<file path="config.mk">
export PLATFORM = sky130hd
export DESIGN_NAME = inv_sub_word_seq
export DESIGN_NICKNAME = d
export VERILOG_FILES = /design/src/rtl/inv_sub_word_seq.sv
export SDC_FILE = /design/constraint.sdc
export NUM_CORES = 1
export LEC_CHECK = 0
export ABC_AREA = 0
export CORE_MARGIN = 2
export CORE_UTILIZATION = 50
export CTS_CLUSTER_DIAMETER = 100
export CTS_CLUSTER_SIZE = 30
export DETAILED_ROUTE_END_ITERATION = 10
export GPL_ROUTABILITY_DRIVEN = 1
export PLACE_DENSITY_LB_ADDON = 0.3
export SLEW_MARGIN = 20
export SYNTH_ARGS = -nofsm -noshare
export SYNTH_HDL_FRONTEND = slang
export SYNTH_SLANG_ARGS = --single-unit
</file>
<file path="constraint.sdc">
create_clock -name clk -period 4.35 [get_ports clk]
set_input_delay 0.87 -clock clk [delete_from_list [all_inputs] [get_ports clk]]
set_output_delay 0.87 -clock clk [all_outputs]
set_load 0.01 [all_outputs]
</file>
<file path="src/rtl/inv_sub_word_seq.sv">
// rtl/inv_sub_word_seq.sv - sequential AES inverse SubWord, BYTES_PER_CYCLE bytes per clock

// Combinational AES inverse S-box lookup for one byte.
module inv_sbox (
  input  logic [7:0] i_byte,
  output logic [7:0] o_byte
);

  localparam logic [7:0] INV_TABLE [256] = '{
    8'h52, 8'h09, 8'h6a, 8'hd5, 8'h30, 8'h36, 8'ha5, 8'h38, 8'hbf, 8'h40, 8'ha3, 8'h9e, 8'h81, 8'hf3, 8'hd7, 8'hfb,
    8'h7c, 8'he3, 8'h39, 8'h82, 8'h9b, 8'h2f, 8'hff, 8'h87, 8'h34, 8'h8e, 8'h43, 8'h44, 8'hc4, 8'hde, 8'he9, 8'hcb,
    8'h54, 8'h7b, 8'h94, 8'h32, 8'ha6, 8'hc2, 8'h23, 8'h3d, 8'hee, 8'h4c, 8'h95, 8'h0b, 8'h42, 8'hfa, 8'hc3, 8'h4e,
    8'h08, 8'h2e, 8'ha1, 8'h66, 8'h28, 8'hd9, 8'h24, 8'hb2, 8'h76, 8'h5b, 8'ha2, 8'h49, 8'h6d, 8'h8b, 8'hd1, 8'h25,
    8'h72, 8'hf8, 8'hf6, 8'h64, 8'h86, 8'h68, 8'h98, 8'h16, 8'hd4, 8'ha4, 8'h5c, 8'hcc, 8'h5d, 8'h65, 8'hb6, 8'h92,
    8'h6c, 8'h70, 8'h48, 8'h50, 8'hfd, 8'hed, 8'hb9, 8'hda, 8'h5e, 8'h15, 8'h46, 8'h57, 8'ha7, 8'h8d, 8'h9d, 8'h84,
    8'h90, 8'hd8, 8'hab, 8'h00, 8'h8c, 8'hbc, 8'hd3, 8'h0a, 8'hf7, 8'he4, 8'h58, 8'h05, 8'hb8, 8'hb3, 8'h45, 8'h06,
    8'hd0, 8'h2c, 8'h1e, 8'h8f, 8'hca, 8'h3f, 8'h0f, 8'h02, 8'hc1, 8'haf, 8'hbd, 8'h03, 8'h01, 8'h13, 8'h8a, 8'h6b,
    8'h3a, 8'h91, 8'h11, 8'h41, 8'h4f, 8'h67, 8'hdc, 8'hea, 8'h97, 8'hf2, 8'hcf, 8'hce, 8'hf0, 8'hb4, 8'he6, 8'h73,
    8'h96, 8'hac, 8'h74, 8'h22, 8'he7, 8'had, 8'h35, 8'h85, 8'he2, 8'hf9, 8'h37, 8'he8, 8'h1c, 8'h75, 8'hdf, 8'h6e,
    8'h47, 8'hf1, 8'h1a, 8'h71, 8'h1d, 8'h29, 8'hc5, 8'h89, 8'h6f, 8'hb7, 8'h62, 8'h0e, 8'haa, 8'h18, 8'hbe, 8'h1b,
    8'hfc, 8'h56, 8'h3e, 8'h4b, 8'hc6, 8'hd2, 8'h79, 8'h20, 8'h9a, 8'hdb, 8'hc0, 8'hfe, 8'h78, 8'hcd, 8'h5a, 8'hf4,
    8'h1f, 8'hdd, 8'ha8, 8'h33, 8'h88, 8'h07, 8'hc7, 8'h31, 8'hb1, 8'h12, 8'h10, 8'h59, 8'h27, 8'h80, 8'hec, 8'h5f,
    8'h60, 8'h51, 8'h7f, 8'ha9, 8'h19, 8'hb5, 8'h4a, 8'h0d, 8'h2d, 8'he5, 8'h7a, 8'h9f, 8'h93, 8'hc9, 8'h9c, 8'hef,
    8'ha0, 8'he0, 8'h3b, 8'h4d, 8'hae, 8'h2a, 8'hf5, 8'hb0, 8'hc8, 8'heb, 8'hbb, 8'h3c, 8'h83, 8'h53, 8'h99, 8'h61,
    8'h17, 8'h2b, 8'h04, 8'h7e, 8'hba, 8'h77, 8'hd6, 8'h26, 8'he1, 8'h69, 8'h14, 8'h63, 8'h55, 8'h21, 8'h0c, 8'h7d
  };

  assign o_byte = INV_TABLE[i_byte];

endmodule

// Word byte k lives at bits [8k+7:8k]. Only BYTES_PER_CYCLE S-box lanes exist;
// they walk across the captured word, and the result is shown only once complete.
module inv_sub_word_seq #(
  parameter int BYTES_PER_CYCLE = 1
) (
  input  logic        clk,
  input  logic        rst,
  input  logic        i_valid,
  output logic        i_ready,
  input  logic [31:0] lhs,
  output logic        o_valid,
  input  logic        o_ready,
  output logic [31:0] o
);

  if (BYTES_PER_CYCLE != 1 && BYTES_PER_CYCLE != 2 && BYTES_PER_CYCLE != 4) begin : g_bad_bpc
    $error("inv_sub_word_seq: BYTES_PER_CYCLE must be 1, 2 or 4");
  end

  // Index step per cycle and the index of the final lane group (both mod 4).
  localparam logic [1:0] STEP     = 2'(BYTES_PER_CYCLE % 4);
  localparam logic [1:0] LAST_IDX = 2'((4 - BYTES_PER_CYCLE) % 4);

  typedef enum logic [1:0] {
    IDLE = 2'd0,
    SUB  = 2'd1,
    DONE = 2'd2
  } state_t;

  state_t      r_state;
  logic [1:0]  r_idx;
  logic [31:0] r_word;
  logic [31:0] r_result;
  logic        r_i_ready;
  logic        r_o_valid;

  logic [1:0]  w_pos [BYTES_PER_CYCLE];
  logic [7:0]  w_in  [BYTES_PER_CYCLE];
  logic [7:0]  w_out [BYTES_PER_CYCLE];
  logic [31:0] w_result_nxt;
  logic        w_last;

  // One inverse S-box per lane, each fed from byte idx+j of the captured word.
  for (genvar j = 0; j < BYTES_PER_CYCLE; j++) begin : g_lane
    assign w_pos[j] = r_idx + 2'(j);
    assign w_in[j]  = r_word[{w_pos[j], 3'b000} +: 8];
    inv_sbox u_inv_sbox (
      .i_byte (w_in[j]),
      .o_byte (w_out[j])
    );
  end

  assign w_last = (r_idx == LAST_IDX);

  // Merge this cycle's lane outputs into the result word at their byte positions.
  always_comb begin
    w_result_nxt = r_result;
    for (int j = 0; j < BYTES_PER_CYCLE; j++) begin
      w_result_nxt[{w_pos[j], 3'b000} +: 8] = w_out[j];
    end
  end

  // Control FSM with registered handshake outputs; reset wins over every transition.
  always_ff @(posedge clk) begin
    if (rst) begin
      r_state   <= IDLE;
      r_idx     <= 2'd0;
      r_word    <= 32'h0;
      r_result  <= 32'h0;
      r_i_ready <= 1'b0;
      r_o_valid <= 1'b0;
    end else begin
      case (r_state)
        IDLE: begin
          if (i_valid && r_i_ready) begin
            r_word    <= lhs;
            r_idx     <= 2'd0;
            r_state   <= SUB;
            r_i_ready <= 1'b0;
          end else begin
            r_i_ready <= 1'b1;
          end
        end
        SUB: begin
          r_result <= w_result_nxt;
          r_idx    <= r_idx + STEP;
          if (w_last) begin
            r_state   <= DONE;
            r_o_valid <= 1'b1;
          end
        end
        DONE: begin
          if (o_ready) begin
            r_state   <= IDLE;
            r_o_valid <= 1'b0;
            r_i_ready <= 1'b1;
          end
        end
        default: begin
          r_state   <= IDLE;
          r_idx     <= 2'd0;
          r_i_ready <= 1'b0;
          r_o_valid <= 1'b0;
        end
      endcase
    end
  end

  assign i_ready = r_i_ready;
  assign o_valid = r_o_valid;
  assign o       = r_result;

endmodule

</file>
Yosys cells after proc, flatten, opt, wreduce, memory -nomap -nowiden
Memories as Yosys holds them, arrays and structs flattened.
Cells that the tools add are included.
Storage, ports and cells
  output and inout port bits: 34
  flip-flop bits (word level): 70
  bits in latches: 0
  memories: 1
  bits in writable memories: 0
  ROM bits: 2048
Cells by class
  reductions and logical operators: 7
  $mul: 0
  order comparisons: 1
  divide/modulo/power cells: 0
  equality and inequality tests: 6
  add/subtract/negate cells: 2
  bitwise operators: 4
  shift-type cells: 3
  muxes and demuxes: 15
Memory list
  (name not given): depth 256, bits a word 8, read ports 1, clocked after memory_dff 0, wr ports 0, line 28  | assign o_byte = INV_TABLE[i_byte];
Operator list (number)
  $bwmux 32: 1
  $shift 8x7->32 const A: 1
  $shiftx 32x6->8: 1
  $shiftx 8x7->32: 1
  $mux 8: 2
  $pmux 2 s3: 2
  $ge 9x9->1 const B: 1
  $not 8->9: 1
  $mux 2: 4
  $neg 5->7: 1
  $ne 2x2->1 const B: 3
  $pmux 1 s3: 2
  $reduce_and 2->1: 3
  $reduce_and 3->1: 2
  $eq 2x2->1 const B: 2
  $mux 1: 4
  $not 1->1: 3
  $add 2x1->2 const B: 1
  $eq 2x1->1 const B: 1
  $logic_not 2->1: 1
  $logic_and 1x1->1: 1

Logic depth before layout (Yosys ltp)
  depth in word-level cells: 7
  gate-level depth with buffers: 16

Hierarchy
From an unflattened synthesis, not the netlist that was laid out.
Unflattened totals
  cells, all modules: 858
  area, all modules: 6361.1 µm²
By module, submodules not included
  inv_sbox: instances 1, cells each 554, sequential area each 0.0 µm², area an instance 3575.9 µm²
  inv_sub_word_seq: instances 1, cells each 304, sequential area each 1401.3 µm², area an instance 2785.2 µm²

Worst setup path after synthesis
Ideal clock, no wire load.
  kind: register -> register
  start point: reg r_idx[0]
  end point: reg r_result[26], in the netlist o[26]
  data arrival time: 3.247 ns
  setup slack: 1.034 ns
  period minus slack after synthesis: 3.316 ns
  stages on the path, launching flop included: 14
  required time: 4.280 ns
  cells stage by stage: dfxtp_1 buf_6 mux4_2 buf_2 buf_1 ha_1 clkbuf_1 inv_1 nand2_1 a311oi_1 a311oi_1 a211o_1 a32o_1 o21ai_1
On the way
  word-level cells in the longest chain between the ends: 7
RTL lines
  start, declared: line 62  | logic [1:0] r_idx;
  start signal, assigned: line 117  | r_idx <= r_idx + STEP;
  $shiftx 32x6->8: line 77  | assign w_in[j] = r_word[{w_pos[j], 3'b000} +: 8];
  $not 8->9 (not written as such): line 28
  $mem_v2 256x8
  $mux 8 (not written as such) (2 in series): line 28
  $shiftx 8x7->32: line 90  | w_result_nxt[{w_pos[j], 3'b000} +: 8] = w_out[j];
  $bwmux 32 (*): line 90
  end signal, assigned: line 116  | r_result <= w_result_nxt;
  end, declared: line 64  | logic [31:0] r_result;
Every way passes the cells marked *; elsewhere a longest branch is shown, timed or not. The select of a mux whose other input is x is not followed.
A chain may end at the register's enable or synchronous reset.

Worst setup path after layout
  start point: reg r_idx[0]
  end point: reg r_result[30], in the netlist o[30]
The elaborated chain is that of the path after synthesis.

==> impl_metrics.tcl <==
set metrics [dict create \
    cts_hold_buf 0 \
    hold_viol 0 \
    row_count 41 \
    top_layer "met4" \
    final_cell_mix "nand2_1, a21oi_1, dfxtp_1, clkdlybuf4s50_1, nor2_1" \
    slew_headroom_pct 33.2 \
    path_max_fanout 14 \
    grt_pass1_vias 6907 \
    synth.distinct_cells 79 \
    rsz0062_at_grt "no" \
    maxSlewViolCount 0 \
    diodes 0 \
    placed_area_sq_um 7160 \
    final-seq-area_sq_um 1400 \
    worst_pin_slew_ns 1.00 \
    nets 941 \
    initial_core_util_pct 50.7 \
    drive_gt1_share_pct 10.1 \
    holdWs_ns 0.451 \
    core_sq_um 12500 \
    dieArea_sq_um 13600 \
    areaGrowthSynthToFinish_pct 17.4 \
    async_flop_share_pct 0 \
    cts_sinks 70 \
    crit_type "reg2reg" \
    finalCritPeriodShare_pct 97.3 \
    final_common_cell "nand2_1" \
    max_clock_freq_mhz 236 \
    cts_repair_resize_count 0 \
    ys_seq_elements 70 \
    yosysWarnings 0 \
    die_w_microns 117 \
    ios 70 \
    drt_iter0_drc 1438 \
    track_usage_pct 39.5 \
    route.detailed.drc 0 \
    firstDrtPassIters 8 \
    min_period_ns 4.23 \
    wl_met3_mm 3.67 \
    post-dp-hpwl_mm 19.2 \
    clk_latency_ns 0.34 \
    grt_max_degree 72 \
    end_kind "flop" \
    cts_root_buf "clkbuf_16" \
    netlist_instances 845 \
    drt-total-wl_mm 27.2 \
    p_leak_nw 2.59 \
    maxCapViolCount 0 \
    synth_top_flop_cell "dfxtp_1" \
    wl_met1_mm 9.94 \
    cp.required_ns 4.52 \
    ant_nets 0 \
    arrival_ns 4.40 \
    cts_buffer_depth 2 \
    tns_ns 0 \
    cts.clk_slew.worst_paths_ns 0.06 \
    vias 7597 \
    cts_tree "built" \
    grt_antenna_before_repair 0 \
    r2r_slack_ns 0.12 \
    grt_pass1_wl_mm 40.5 \
    drt-wirelength-per-cell_microns 25.7 \
    cts_buffers 9 \
    dp_slack_ns 0.364 \
    skew_ns 0.0104 \
    gp_congestion 1.13 \
    final-setup-viol-count 0 \
    ir_worst_vdd_mv 0.389 \
    dp.cells 1041 \
    h-tree-depth 3 \
    syn-num-nets 906 \
    synth.avg_cell_area_sq_um 7.51 \
    layout.cells.non_filler 1057 \
    powerDensity_nw_per_um2 289 \
    design_area_sq_um 7460 \
    worstSetupStartpointType "flop" \
    synth_edf_count 0 \
    overflow 0 \
    setup_slack_ns 0.119 \
    via_per_inst 7.19 \
    routed-wl-met2_mm 11.5 \
    hp-class "reg2reg" \
    portBuffers 69 \
    cts_setup_buffers 0 \
    fillers 1142 \
    syn_area_sq_um 6350 \
    ys_seq_area_share_pct 22.1 \
    outcome "finished, final reports clean" \
    multiInputGateArea_sq_um 4460 \
    fp.dieH_microns 117 \
]
[metrics by stage]
step	utilization, %	total power (W)
after floorplan	-	0.00115
after global placement	57.2	0.00140
after detailed placement	57.2	0.00140
after CTS	59.6	0.00213
after global routing	59.6	0.00222
final	59.6	0.00216
[where the power goes]
group,total (W),switching (W),internal [W]
combinational,0.000747,0.000472,0.000275
clock,0.000729,0.000285,0.000444
sequential,0.000682,0.0000183,0.000664
[area by class of cell]
type / instances / share of cell area, %
Clock buffer: 9 / 3.02
Inverter: 12 / 0.621
Timing Repair Buffer: 113 / 13.9
Clock inverter: 7 / 0.973
Tap cell: 172 / 2.89
Multi-Input combinational cell: 674 / 59.8
Sequential cell: 70 / 18.8
[critical path, stage by stage (launching register included)]
cell and delay, ns:
dfxtp_1 0.67, mux4_2 0.74, inv_1 0.32, ha_1 0.32
nand2b_1 0.39, and3_1 0.29, o21ai_0 0.22, a21oi_1 0.19
o31ai_1 0.70, o21ai_0 0.22
[flip-flops by register name, summed over array words and instances (netlist names)]
| signal | flops |
|---|---|
| i_ready | 1 |
| o | 32 |
| o_valid | 1 |
| r_idx | 2 |
| r_state | 2 |
| r_word | 32 |
[cell usage after synthesis (4+ instances only)]
library cell | n | share of area [%]
a31oi_1 | 15 | 1.5
o2111ai_1 | 5 | 0.69
and3_1 | 11 | 1.1
o31a_1 | 5 | 0.69
clkbuf_1 | 49 | 2.9
a211oi_1 | 12 | 1.4
nand3_1 | 24 | 1.9
o31ai_1 | 5 | 0.59
buf_2 | 26 | 2.0
nand4_1 | 7 | 0.69
nand3b_1 | 7 | 0.83
o21ai_1 | 8 | 0.63
a32o_1 | 8 | 1.3
a21oi_1 | 77 | 6.1
ha_1 | 25 | 4.9
and2_1 | 7 | 0.69
o311ai_0 | 7 | 0.97
o22ai_1 | 11 | 1.1
a311oi_1 | 14 | 1.9
nand2_1 | 130 | 7.7
mux4_2 | 8 | 2.8
a22o_1 | 23 | 3.2
mux2_2 | 6 | 1.1
or3_1 | 6 | 0.59
mux2i_1 | 22 | 3.5
o21ai_0 | 23 | 1.8
a221oi_1 | 7 | 0.97
o211ai_1 | 33 | 3.9
dfxtp_1 | 70 | 22
a2111oi_0 | 4 | 0.55
nor2b_1 | 10 | 0.99
nor2_1 | 46 | 2.7
inv_1 | 11 | 0.65
nor3_1 | 9 | 0.71
nand2b_1 | 27 | 2.7
o21a_1 | 4 | 0.47
buf_6 | 7 | 1.2
o21bai_1 | 4 | 0.47
a211o_1 | 4 | 0.55
[path summary, 6_finish.rpt]
path	from	endpoint	cells past startpoint
hold reg to reg	o[5]	o[5]	2
setup / recovery	r_idx[0]	o[30]	9
setup reg to reg	r_idx[0]	o[30]	9
hold / removal	o[5]	o[5]	2
[kinds of logic after synthesis]
family          share of synthesized area (%)
buf+inv                                  7.76
xor+xnor                                0.532
simple gates                             22.7
flops                                    22.1
mux                                      7.61
compound gates                           34.4
fa+ha+maj                                4.93
[layer usage]
metal | vias to the layer above | GRT usage, %
li1 | 3254 | -
met1 | 3482 | 50.2
met2 | 678 | 58.2
met3 | 183 | 12.4
met4 | 0 | 24.7
met5 | - | 0
No activity file was read; power rests on OpenSTA's default activity.
